## src/rtl/emu_ctrl_clkgen.sv

```systemverilog
`default_nettype none
// ============================================================================
// Module   : emu_ctrl_clkgen
// Purpose  : Emulation control and clocking core. It converts host run/stall
//            control and the current emulation time into a stall time-step
//            request. It also generates the trace-decimation strobe, a
//            registered default-oscillator value with its rising-edge pulse,
//            and a divided debug-hub tick. All outputs are enables
//            synchronous to emu_clk.
// Revision : 1.0 - initial release
// ============================================================================
module emu_ctrl_clkgen #(
   parameter int DT_WIDTH   = 32,
   parameter int TIME_WIDTH = 64,
   parameter int DEC_WIDTH  = 24,
   parameter int DBG_DIV    = 4
) (
   input  logic                  emu_clk,
   input  logic                  emu_rst_n,
   input  logic [1:0]            emu_ctrl_mode,
   input  logic [TIME_WIDTH-1:0] emu_ctrl_data,
   input  logic [TIME_WIDTH-1:0] emu_time,
   input  logic [DEC_WIDTH-1:0]  emu_dec_thr,
   input  logic                  clk_val_default_osc,
   output logic [DT_WIDTH-1:0]   dt_req_stall,
   output logic                  emu_dec_cmp,
   output logic                  clk_default_osc,
   output logic                  osc_rise,
   output logic                  dbg_hub_tick
);

   localparam logic [1:0] MODE_RUN      = 2'd0;
   localparam logic [1:0] MODE_STALL    = 2'd1;
   localparam logic [1:0] MODE_STALL_AT = 2'd2;
   localparam logic [1:0] MODE_RUN_FOR  = 2'd3;

   localparam logic [DT_WIDTH-1:0]   DT_MAX     = '1;
   // Saturation limit widened to time width for the comparison.
   localparam logic [TIME_WIDTH-1:0] DT_MAX_EXT = TIME_WIDTH'(DT_MAX);

   localparam int                    DBG_W    = $clog2(DBG_DIV);
   localparam logic [DBG_W-1:0]      DBG_LAST = DBG_W'(DBG_DIV - 1);
   localparam logic [DBG_W-1:0]      DBG_ONE  = DBG_W'(1);
   localparam logic [DEC_WIDTH-1:0]  DEC_ONE  = DEC_WIDTH'(1);

   logic [1:0]            prev_mode;
   logic [TIME_WIDTH-1:0] target;
   logic [DEC_WIDTH-1:0]  dec_cnt;
   logic [DBG_W-1:0]      dbg_cnt;

   logic                  entry;
   logic [TIME_WIDTH-1:0] entry_target;
   logic [TIME_WIDTH-1:0] goal;
   logic [TIME_WIDTH-1:0] diff;
   logic [DT_WIDTH-1:0]   dt_next;

   // Work out the time goal for this cycle and the saturated step to it.
   always_comb begin
      entry        = (emu_ctrl_mode == MODE_RUN_FOR) && (prev_mode != MODE_RUN_FOR);
      // Wraps modulo 2^TIME_WIDTH by construction.
      entry_target = emu_time + emu_ctrl_data;
      goal         = target;
      if (emu_ctrl_mode == MODE_STALL_AT) begin
         goal = emu_ctrl_data;
      end else if (entry) begin
         // The entry cycle must already use the new target, before it is latched.
         goal = entry_target;
      end
      diff    = goal - emu_time;
      dt_next = '0;
      case (emu_ctrl_mode)
         MODE_RUN:   dt_next = DT_MAX;
         MODE_STALL: dt_next = '0;
         default: begin
            if (emu_time >= goal) begin
               dt_next = '0;
            end else if (diff > DT_MAX_EXT) begin
               dt_next = DT_MAX;
            end else begin
               dt_next = diff[DT_WIDTH-1:0];
            end
         end
      endcase
   end

   // Register the mode history, the run-for target and the stall request.
   always_ff @(posedge emu_clk or negedge emu_rst_n) begin
      if (!emu_rst_n) begin
         prev_mode    <= 2'd0;
         target       <= '0;
         dt_req_stall <= '0;
      end else begin
         prev_mode    <= emu_ctrl_mode;
         dt_req_stall <= dt_next;
         if (entry) begin
            target <= entry_target;
         end
      end
   end

   // Decimation counter; it pulses once the count reaches the threshold.
   always_ff @(posedge emu_clk or negedge emu_rst_n) begin
      if (!emu_rst_n) begin
         dec_cnt     <= '0;
         emu_dec_cmp <= 1'b0;
      end else if (dec_cnt >= emu_dec_thr) begin
         dec_cnt     <= '0;
         emu_dec_cmp <= 1'b1;
      end else begin
         dec_cnt     <= dec_cnt + DEC_ONE;
         emu_dec_cmp <= 1'b0;
      end
   end

   // Register the oscillator value and flag its 0->1 transitions.
   always_ff @(posedge emu_clk or negedge emu_rst_n) begin
      if (!emu_rst_n) begin
         clk_default_osc <= 1'b0;
         osc_rise        <= 1'b0;
      end else begin
         clk_default_osc <= clk_val_default_osc;
         osc_rise        <= clk_val_default_osc & ~clk_default_osc;
      end
   end

   // Debug-hub divider; it ticks on the cycle the counter wraps to zero.
   always_ff @(posedge emu_clk or negedge emu_rst_n) begin
      if (!emu_rst_n) begin
         dbg_cnt      <= '0;
         dbg_hub_tick <= 1'b0;
      end else if (dbg_cnt == DBG_LAST) begin
         dbg_cnt      <= '0;
         dbg_hub_tick <= 1'b1;
      end else begin
         dbg_cnt      <= dbg_cnt + DBG_ONE;
         dbg_hub_tick <= 1'b0;
      end
   end

endmodule
`default_nettype wire

```

## config.mk

```make
export PLATFORM = sky130hd
export DESIGN_NAME = emu_ctrl_clkgen
export DESIGN_NICKNAME = d
export VERILOG_FILES = /design/src/rtl/emu_ctrl_clkgen.sv
export SDC_FILE = /design/constraint.sdc
export NUM_CORES = 1
export LEC_CHECK = 0
export ABC_CLOCK_PERIOD_IN_PS = 5200
export CORE_ASPECT_RATIO = 0.7
export CORE_MARGIN = 2
export CORE_UTILIZATION = 55
export CTS_CLUSTER_DIAMETER = 120
export DETAILED_ROUTE_END_ITERATION = 10
export DONT_BUFFER_PORTS = 1
export PLACE_DENSITY = 0.73
export RECOVER_POWER = 50
export SLEW_MARGIN = 15
export SYNTH_ARGS = -nofsm -noshare
export SYNTH_HDL_FRONTEND = slang
export SYNTH_SLANG_ARGS = --single-unit
export TNS_END_PERCENT = 50
```

## constraint.sdc

```tcl
create_clock -name emu_clk -period 5.2 [get_ports emu_clk]
set_clock_uncertainty 0.2 [all_clocks]
set_input_delay 0.26 -clock emu_clk [delete_from_list [all_inputs] [get_ports emu_clk]]
set_output_delay 0.26 -clock emu_clk [all_outputs]
set_load 0.02 [all_outputs]
```

==> out/qor.yml, run 1 <==
setup_path:
  crit_path_frequent_cell: "buf_4"
  ff2ff_setup_slack_ns: -0.17
  path_class: "input port to flip-flop"
  worstPathMaxFanout: 8
  crit_required_ns: 5.32
  crit_family: "compound AO/OA/AOI/OAI gates"
  max_stage_delay_ns: 0.56
  end_kind: "flip-flop"
  r2r_start: "prev_mode[1]"
  crit_arrival_ns: 6.40
  startpoint_type: "input port"
  rr_worst_depth: 23
  worstReg2RegEnd: "dt_req_stall[10]"
  cp_slowest_cell: "or4_4"
  cp_num_buf_inv: 7
timing:
  setup_ws_ns: -1.09
  drv_slew: 129
  holdWs_ns: 0.0443
  worst_pin_slew_ns: 3.43
  rsz0062_at_grt: "true"
  maxSlewHeadroom_pct: -129
  period_share_pct: 121
  fmax_mhz: 159
  min_period_ns: 6.29
  finalHoldViolCount: 0
  finalSetupViolations: 33
min_path:
  hold_path.startpoint: "emu_time[61]"
  hp-class: "input port to flip-flop"
  holdPathStages: 3
  worst_hold_path.endpoint: "target[61]"
place:
  gp_congestion: 0.982
  io_buffers: 0
  dpl.hpwl_um: 43100
finish:
  multiInputGateArea_um2: 11500
  nets: 2704
  fin_util_pct: 80.0
  areaGrowthSynthToFinish_pct: 42.3
  fill_cells: 1732
  final_layout_size_suffix_gt1_share_pct: 33.3
  seq_area_um2: 3200
  antenna_cells: 0
route:
  routedWlPerCell_um: 21.7
  via_per_inst: 6.29
  wl_um: 59900
  postRouteAntennaNets: 0
  wl_met2_um: 24800
  routed-wl-met3_um: 8160
  wl_met1_um: 25300
  first_pass_iters: 6
  drc: 0
  drt_iter0_drc: 1982
  vias: 17400
  top_layer: "met4"
power_and_ir_drop:
  p_leak_nw: 9.87
  switching_share_pct: 45.4
  p_seq_share_pct: 20.7
  power.share.combinational_pct: 61.8
  switching_power_mw: 3.31
  power.total_mw: 7.29
  p_int_mw: 3.98
  vdd_drop_max_mv: 0.301
  p_clk_share_pct: 17.5
  powerDensity_nw_per_um2: 353
synthesis:
  synthCells: 1909
  async_flop_share_pct: 100
  synthAdderAreaFrac_pct: 13.5
  synth_top_family_by_area: "compound AO/OA/AOI/OAI gates"
  synth.mux.area_fraction_pct: 4.01
  syn_area_um2: 14500
  ys_ff_latch: 128
  synth_edf_count: 0
  synth_ff_type: "dfrtp_1"
  synthDistinctLibCells: 79
  yosys.area_share.simple_pct: 21.4
  synth_compound_area_share_pct: 25.8
  ys_warn_count: 0
  postSynthAreaPerCell_um2: 7.60
  yosysSeqAreaShare_pct: 22.1
  synth_nets: 2221
  synth_xor_area_share_pct: 7.66
cts:
  root_buffer: "clkbuf_16"
  cts.sinks: 128
  cts.reportedPaths.clkPinSlew_ns: 0.07
  h-tree-depth: 4
  clock_path_buffers: 2
  cts_tree: "done"
  clk_latency_ns: 0.46
  cts_inserted_buffers: 17
floorplan:
  placementRows: 49
  initial_core_util_pct: 56.2
  die_w_um: 198
  die_h_um: 140
  dieArea_um2: 27700
  coreArea_um2: 25800
  num_io_pins: 193
global_route:
  antenna_found_initial: 0
  grt-ovfl-total: 0
  grt_start_max_net_pins: 129
  first_global_vias: 16900
  grt_pass1_wl_um: 92500
  track_usage_pct: 42.8
flow_run:
  cap_violations: 1
status:
  violations: "capacitance limit, slew limit, setup timing"
  status: "finished with violations"
[per-layer routing]
| metal | up-vias | track usage [%] |
|---|---|---|
| met2 | 1159 | 62.2 |
| met5 | - | 0 |
| met1 | 8184 | 60.5 |
| met3 | 163 | 13.7 |
| met4 | 0 | 12.3 |
| li1 | 7866 | - |
[cell type report]
class / instances / area share (%)
Timing Repair Buffer: 543 / 21.5
Multi-Input combinational cell: 1577 / 55.7
Tap cell: 357 / 2.16
Inverter: 125 / 2.27
Clock buffer: 17 / 2.06
Sequential cell: 128 / 15.5
Clock inverter: 15 / 0.824
[power groups by stage]
| stage | Combinational, mW | Clock, mW | Sequential (mW) |
|---|---|---|---|
| global route | 4.81 | 1.31 | 1.53 |
| detailed placement | 3.83 | 0 | 1.51 |
| floorplan | 2.29 | 0 | 1.44 |
| CTS | 4.17 | 1.26 | 1.49 |
| global placement | 3.73 | 0 | 1.50 |
| finish | 4.50 | 1.28 | 1.51 |
[through the flow]
stage / cell area, um2 / std cells / setup TNS [ns] / setup WS [ns]
6_report: 20700 / 2762 / -32.46 / -1.09
3_5_place_dp: 18600 / 2660 / -51.06 / -1.65
4_1_cts: 20300 / 2752 / -25.26 / -0.812
2_1_floorplan: 14900 / 1909 / -21.11 / -0.674
3_3_place_gp: 18600 / 2660 / -45.17 / -1.49
5_1_grt: 20700 / 2762 / -36.46 / -1.19
[cell usage after synthesis (5+ instances only)]
cell type	number	area, um2
mux2_2	45	507
o21a_1	26	195
or4_1	5	37.5
o221ai_1	6	52.6
a21o_1	50	375
nor3_1	37	185
xnor2_1	69	604
a31oi_1	23	144
and3_1	21	131
o21ai_0	143	716
nor2b_1	16	100
a221oi_1	7	61.3
o31ai_1	9	67.6
nor2_1	160	601
a21boi_0	7	52.6
a21oi_2	31	272
nor4_1	39	244
xor2_1	58	508
or3_1	8	50.1
buf_1	6	22.5
inv_1	125	469
clkbuf_1	60	225
dfrtp_1	128	3200
nand3_1	46	230
o22ai_1	5	31.3
mux2i_1	6	60.1
nand4_1	51	319
or2_2	6	37.5
a211oi_1	14	105
nand2b_1	13	81.3
and2_1	11	68.8
nand2_1	233	875
o211ai_1	11	82.6
ha_1	153	1910
o21ai_1	9	45.0
buf_2	7	35.0
a21oi_1	168	841
o21bai_1	18	135
[worst reg2reg max path, stage by stage (launching register included)]
cell       delay [ns]
dfrtp_1          0.40
nand2_1          0.13
and3_1           0.23
buf_4            0.35
a21oi_1          0.19
mux2_2           0.31
ha_1             0.32
buf_4            0.16
nand4_1          0.19
nor3_1           0.09
buf_4            0.15
a22oi_1          0.27
a21o_1           0.19
nand4_1          0.24
buf_4            0.24
nand3_1          0.06
o41ai_1          0.12
buf_4            0.16
nor4_1           0.19
nand4_1          0.17
buf_6            0.19
bufbuf_16        0.30
nor4_4           0.31
a21oi_2          0.09
[placed cells by master (no fill, tap or decap), drive strengths merged, types with 7 or more instances in the layout]
| cell type | Yosys | layout |
|---|---|---|
| dfrtp | 128 | 128 |
| xor2 | 58 | 58 |
| nor2 | 161 | 162 |
| clkbuf | 60 | 18 |
| o31ai | 9 | 9 |
| nand2 | 233 | 233 |
| a21boi | 8 | 8 |
| nor4 | 39 | 39 |
| mux2 | 46 | 46 |
| ha | 153 | 153 |
| a211oi | 14 | 14 |
| and3 | 21 | 21 |
| nand3 | 46 | 46 |
| or2 | 7 | 7 |
| xnor2 | 69 | 69 |
| a21oi | 201 | 201 |
| o21a | 26 | 26 |
| nor3 | 37 | 37 |
| nor2b | 16 | 16 |
| nand4 | 52 | 52 |
| o21ai | 153 | 153 |
| or3 | 8 | 8 |
| a31oi | 23 | 23 |
| o211ai | 11 | 11 |
| o21bai | 18 | 18 |
| or4 | 8 | 8 |
| inv | 125 | 132 |
| and2 | 12 | 12 |
| a221oi | 8 | 8 |
| nand2b | 13 | 13 |
| a21o | 50 | 50 |
| buf | 20 | 535 |
[how the worst max path moves through the flow]
stage                          start               end  slack [ns]  cells past startpoint
floorplan           emu_ctrl_data[0]  dt_req_stall[11]       -0.67                     26
global placement    emu_ctrl_data[0]  dt_req_stall[22]       -1.49                     28
detailed placement  emu_ctrl_data[1]  dt_req_stall[16]       -1.65                     27
CTS                 emu_ctrl_data[0]  dt_req_stall[11]       -0.81                     29
global route             emu_time[2]  dt_req_stall[10]       -1.19                     29
finish                   emu_time[2]  dt_req_stall[10]       -1.09                     29
[registers in the layout, summed over array words and instances (netlist names)]
register and count:
clk_default_osc 1, dt_req_stall 32, dbg_cnt 2, prev_mode 2
dbg_hub_tick 1, osc_rise 1, emu_dec_cmp 1, target 64
dec_cnt 24
[cells by family (layout without fill, tap and decap cells)]
group,Yosys count,count (layout)
AOI/OAI and AO/OA,582,582
xor gates and xnor gates,127,127
adders and majority gates,155,155
buffers and inverters,205,700
DFF,128,128
muxes,52,52
and+or+nand+nor,660,661
[what timing repair did]
| action | CTS | global route |
|---|---|---|
| hold endpoints to repair | 137 | 0 |
| cloned | 7 | 0 |
| setup buffers | 47 | 10 |
| resized for setup | 95 | 51 |
| hold buffers | 7 | 0 |
| endpoints found under the setup margin | 32 | 33 |
| pin swaps | 36 | 35 |
No activity file was read; power rests on OpenSTA's default activity.
==> run 2, diff against run 1 <==
SETUP_SLACK_MARGIN = 0.1   (was default)
==> out/qor.yml, run 2 (synthesis gave the netlist of run 1 again) <==
status:
  status: "finished with violations"
  violations: "capacitance limit, slew limit, setup timing"
route:
  via_per_inst: 6.46
  drt_iter0_drc: 2486
  drc: 0
  routedWlPerCell_um: 22.9
  first_pass_iters: 6
  vias: 18100
  wl_um: 64200
  postRouteAntennaNets: 0
floorplan:
  placementRows: 49
  coreArea_um2: 25800
  num_io_pins: 193
  initial_core_util_pct: 56.2
  dieArea_um2: 27700
  die_w_um: 198
  die_h_um: 140
finish:
  fin_util_pct: 82.4
  final_common_cell: "buf_4"
  layoutNonFillerInstCount: 2799
  areaGrowthSynthToFinish_pct: 46.5
  seq_area_um2: 3200
  top_register: "target"
  top_regs: "target (64), dt_req_stall (32), dec_cnt (24)"
  final_layout_size_suffix_gt1_share_pct: 35.0
  largest_reg_flops: 64
  multiInputGateArea_um2: 11800
  antenna_cells: 0
  mostFrequentLayoutCells: "521 x buf_4, 228 x nand2_1, 153 x nor2_1"
  fill_cells: 1580
  nets: 2741
cts:
  root_buffer: "clkbuf_16"
  cts.reportedPaths.clkPinSlew_ns: 0.07
  cts_tree: "done"
  cts.sinks: 128
  clock_path_buffers: 2
  cts_inserted_buffers: 17
  clk_latency_ns: 0.47
  h-tree-depth: 4
global_route:
  grt_start_max_net_pins: 129
  antenna_found_initial: 1
  track_usage_pct: 43.6
  first_global_vias: 17300
  grt-ovfl-total: 0
  grt_pass1_wl_um: 94400
timing:
  finalSetupViolations: 34
  finalHoldViolCount: 0
  maxSlewHeadroom_pct: -132
  rsz0062_at_grt: "true"
  fmax_mhz: 158
  worst_pin_slew_ns: 3.48
  setup_ws_ns: -1.13
  min_period_ns: 6.33
  drv_slew: 129
  period_share_pct: 122
  holdWs_ns: 0.0460
setup_path:
  cp_slowest_cell: "a221oi_4"
  crit_arrival_ns: 6.45
  crit_required_ns: 5.31
  worstPathMaxFanout: 8
  path_class: "input port to flip-flop"
  rr_worst_depth: 22
  max_stage_delay_ns: 0.40
  end_kind: "flip-flop"
  startpoint_type: "input port"
min_path:
  holdPathStages: 3
  hp-class: "input port to flip-flop"
power_and_ir_drop:
  p_int_mw: 4.10
  p_seq_share_pct: 19.9
  switching_share_pct: 46.6
  switching_power_mw: 3.57
  powerDensity_nw_per_um2: 361
  p_clk_share_pct: 16.8
  power.total_mw: 7.68
  vdd_drop_max_mv: 0.291
  p_leak_nw: 10.2
  power.share.combinational_pct: 63.4
place:
  place_ws_ns: -1.65
  gp_congestion: 0.982
  dpl.hpwl_um: 43100
  io_buffers: 0
  placedCellCount: 2660
flow_run:
  cap_violations: 1
[run 2: changes by cell type in the layout (fill, tap and decap cells not counted), moves of 4 or more]
cell	before	now
buf_4	493	521
nor4_4	8	30
nor4_2	24	3
buf_6	27	37
o21ai_0	125	121
o21ai_2	8	12
[run 2: worst max-delay path: cells and delay by family]
family | cells | cell delay (ns)
multiplexers | 1 | 0.28
XOR/XNOR | 1 | 0.23
AO/OA/AOI/OAI | 14 | 3.03
adder cells (fa/ha/maj) | 3 | 0.82
buffers and inverters | 4 | 0.70
AND/OR/NAND/NOR | 6 | 1.13
[run 2: cell type report]
cell class                      instances  share of cell area (%)
Sequential cell                       128                    15.1
Multi-Input combinational cell       1578                    55.6
Inverter                              125                    2.21
Tap cell                              357                    2.10
Clock buffer                           17                    2.00
Timing Repair Buffer                  579                    22.2
Clock inverter                         15                   0.800
[run 2: per-layer routing]
| layer | share of wire [%] | global-route usage (%) | up-vias | wire length, um |
|---|---|---|---|---|
| met5 | 0 | 0 | - | 0 |
| li1 | - | - | 7941 | - |
| met1 | 40 | 60.9 | 8498 | 25800 |
| met2 | 41 | 63.9 | 1338 | 26500 |
| met3 | 14 | 13.3 | 317 | 8890 |
| met4 | 4.7 | 14.3 | 0 | 3000 |
[run 2: metrics by stage]
stage / TNS, ns / cell area, um2
after floorplan: -21.11 / 14900
after global placement: -45.17 / 18600
after detailed placement: -51.06 / 18600
after CTS: -22.94 / 20800
after global routing: -37.87 / 21300
final: -35.01 / 21300
[run 2: path summary, 6_finish.rpt]
kind	end	from	slack [ns]
worst max-delay path	dt_req_stall[6]	emu_ctrl_data[0]	-1.13
max in group asynchronous	target[44]	emu_rst_n	1.43
worst min register to register	dbg_cnt[0]	dbg_cnt[0]	0.22
min in group asynchronous	dec_cnt[17]	emu_rst_n	1.34
worst min-delay path	target[54]	emu_time[54]	0.05
worst max register to register	dt_req_stall[6]	prev_mode[0]	-0.17
[run 2: power by group through the flow]
stage | combinational (mW) | clock (mW) | sequential [mW]
finish | 4.86 | 1.29 | 1.52
global route | 5.13 | 1.32 | 1.54
CTS | 4.34 | 1.26 | 1.49
detailed placement | 3.83 | 0 | 1.51
global placement | 3.73 | 0 | 1.50
floorplan | 2.29 | 0 | 1.44
[run 2: repair_timing]
item / CTS / global route
resized for setup: 126 / 77
cloned: 8 / 2
hold endpoints to repair: 137 / 0
setup buffers: 80 / 10
pin swaps: 51 / 50
hold buffers: 7 / 0
endpoints found under the setup margin: 32 / 34
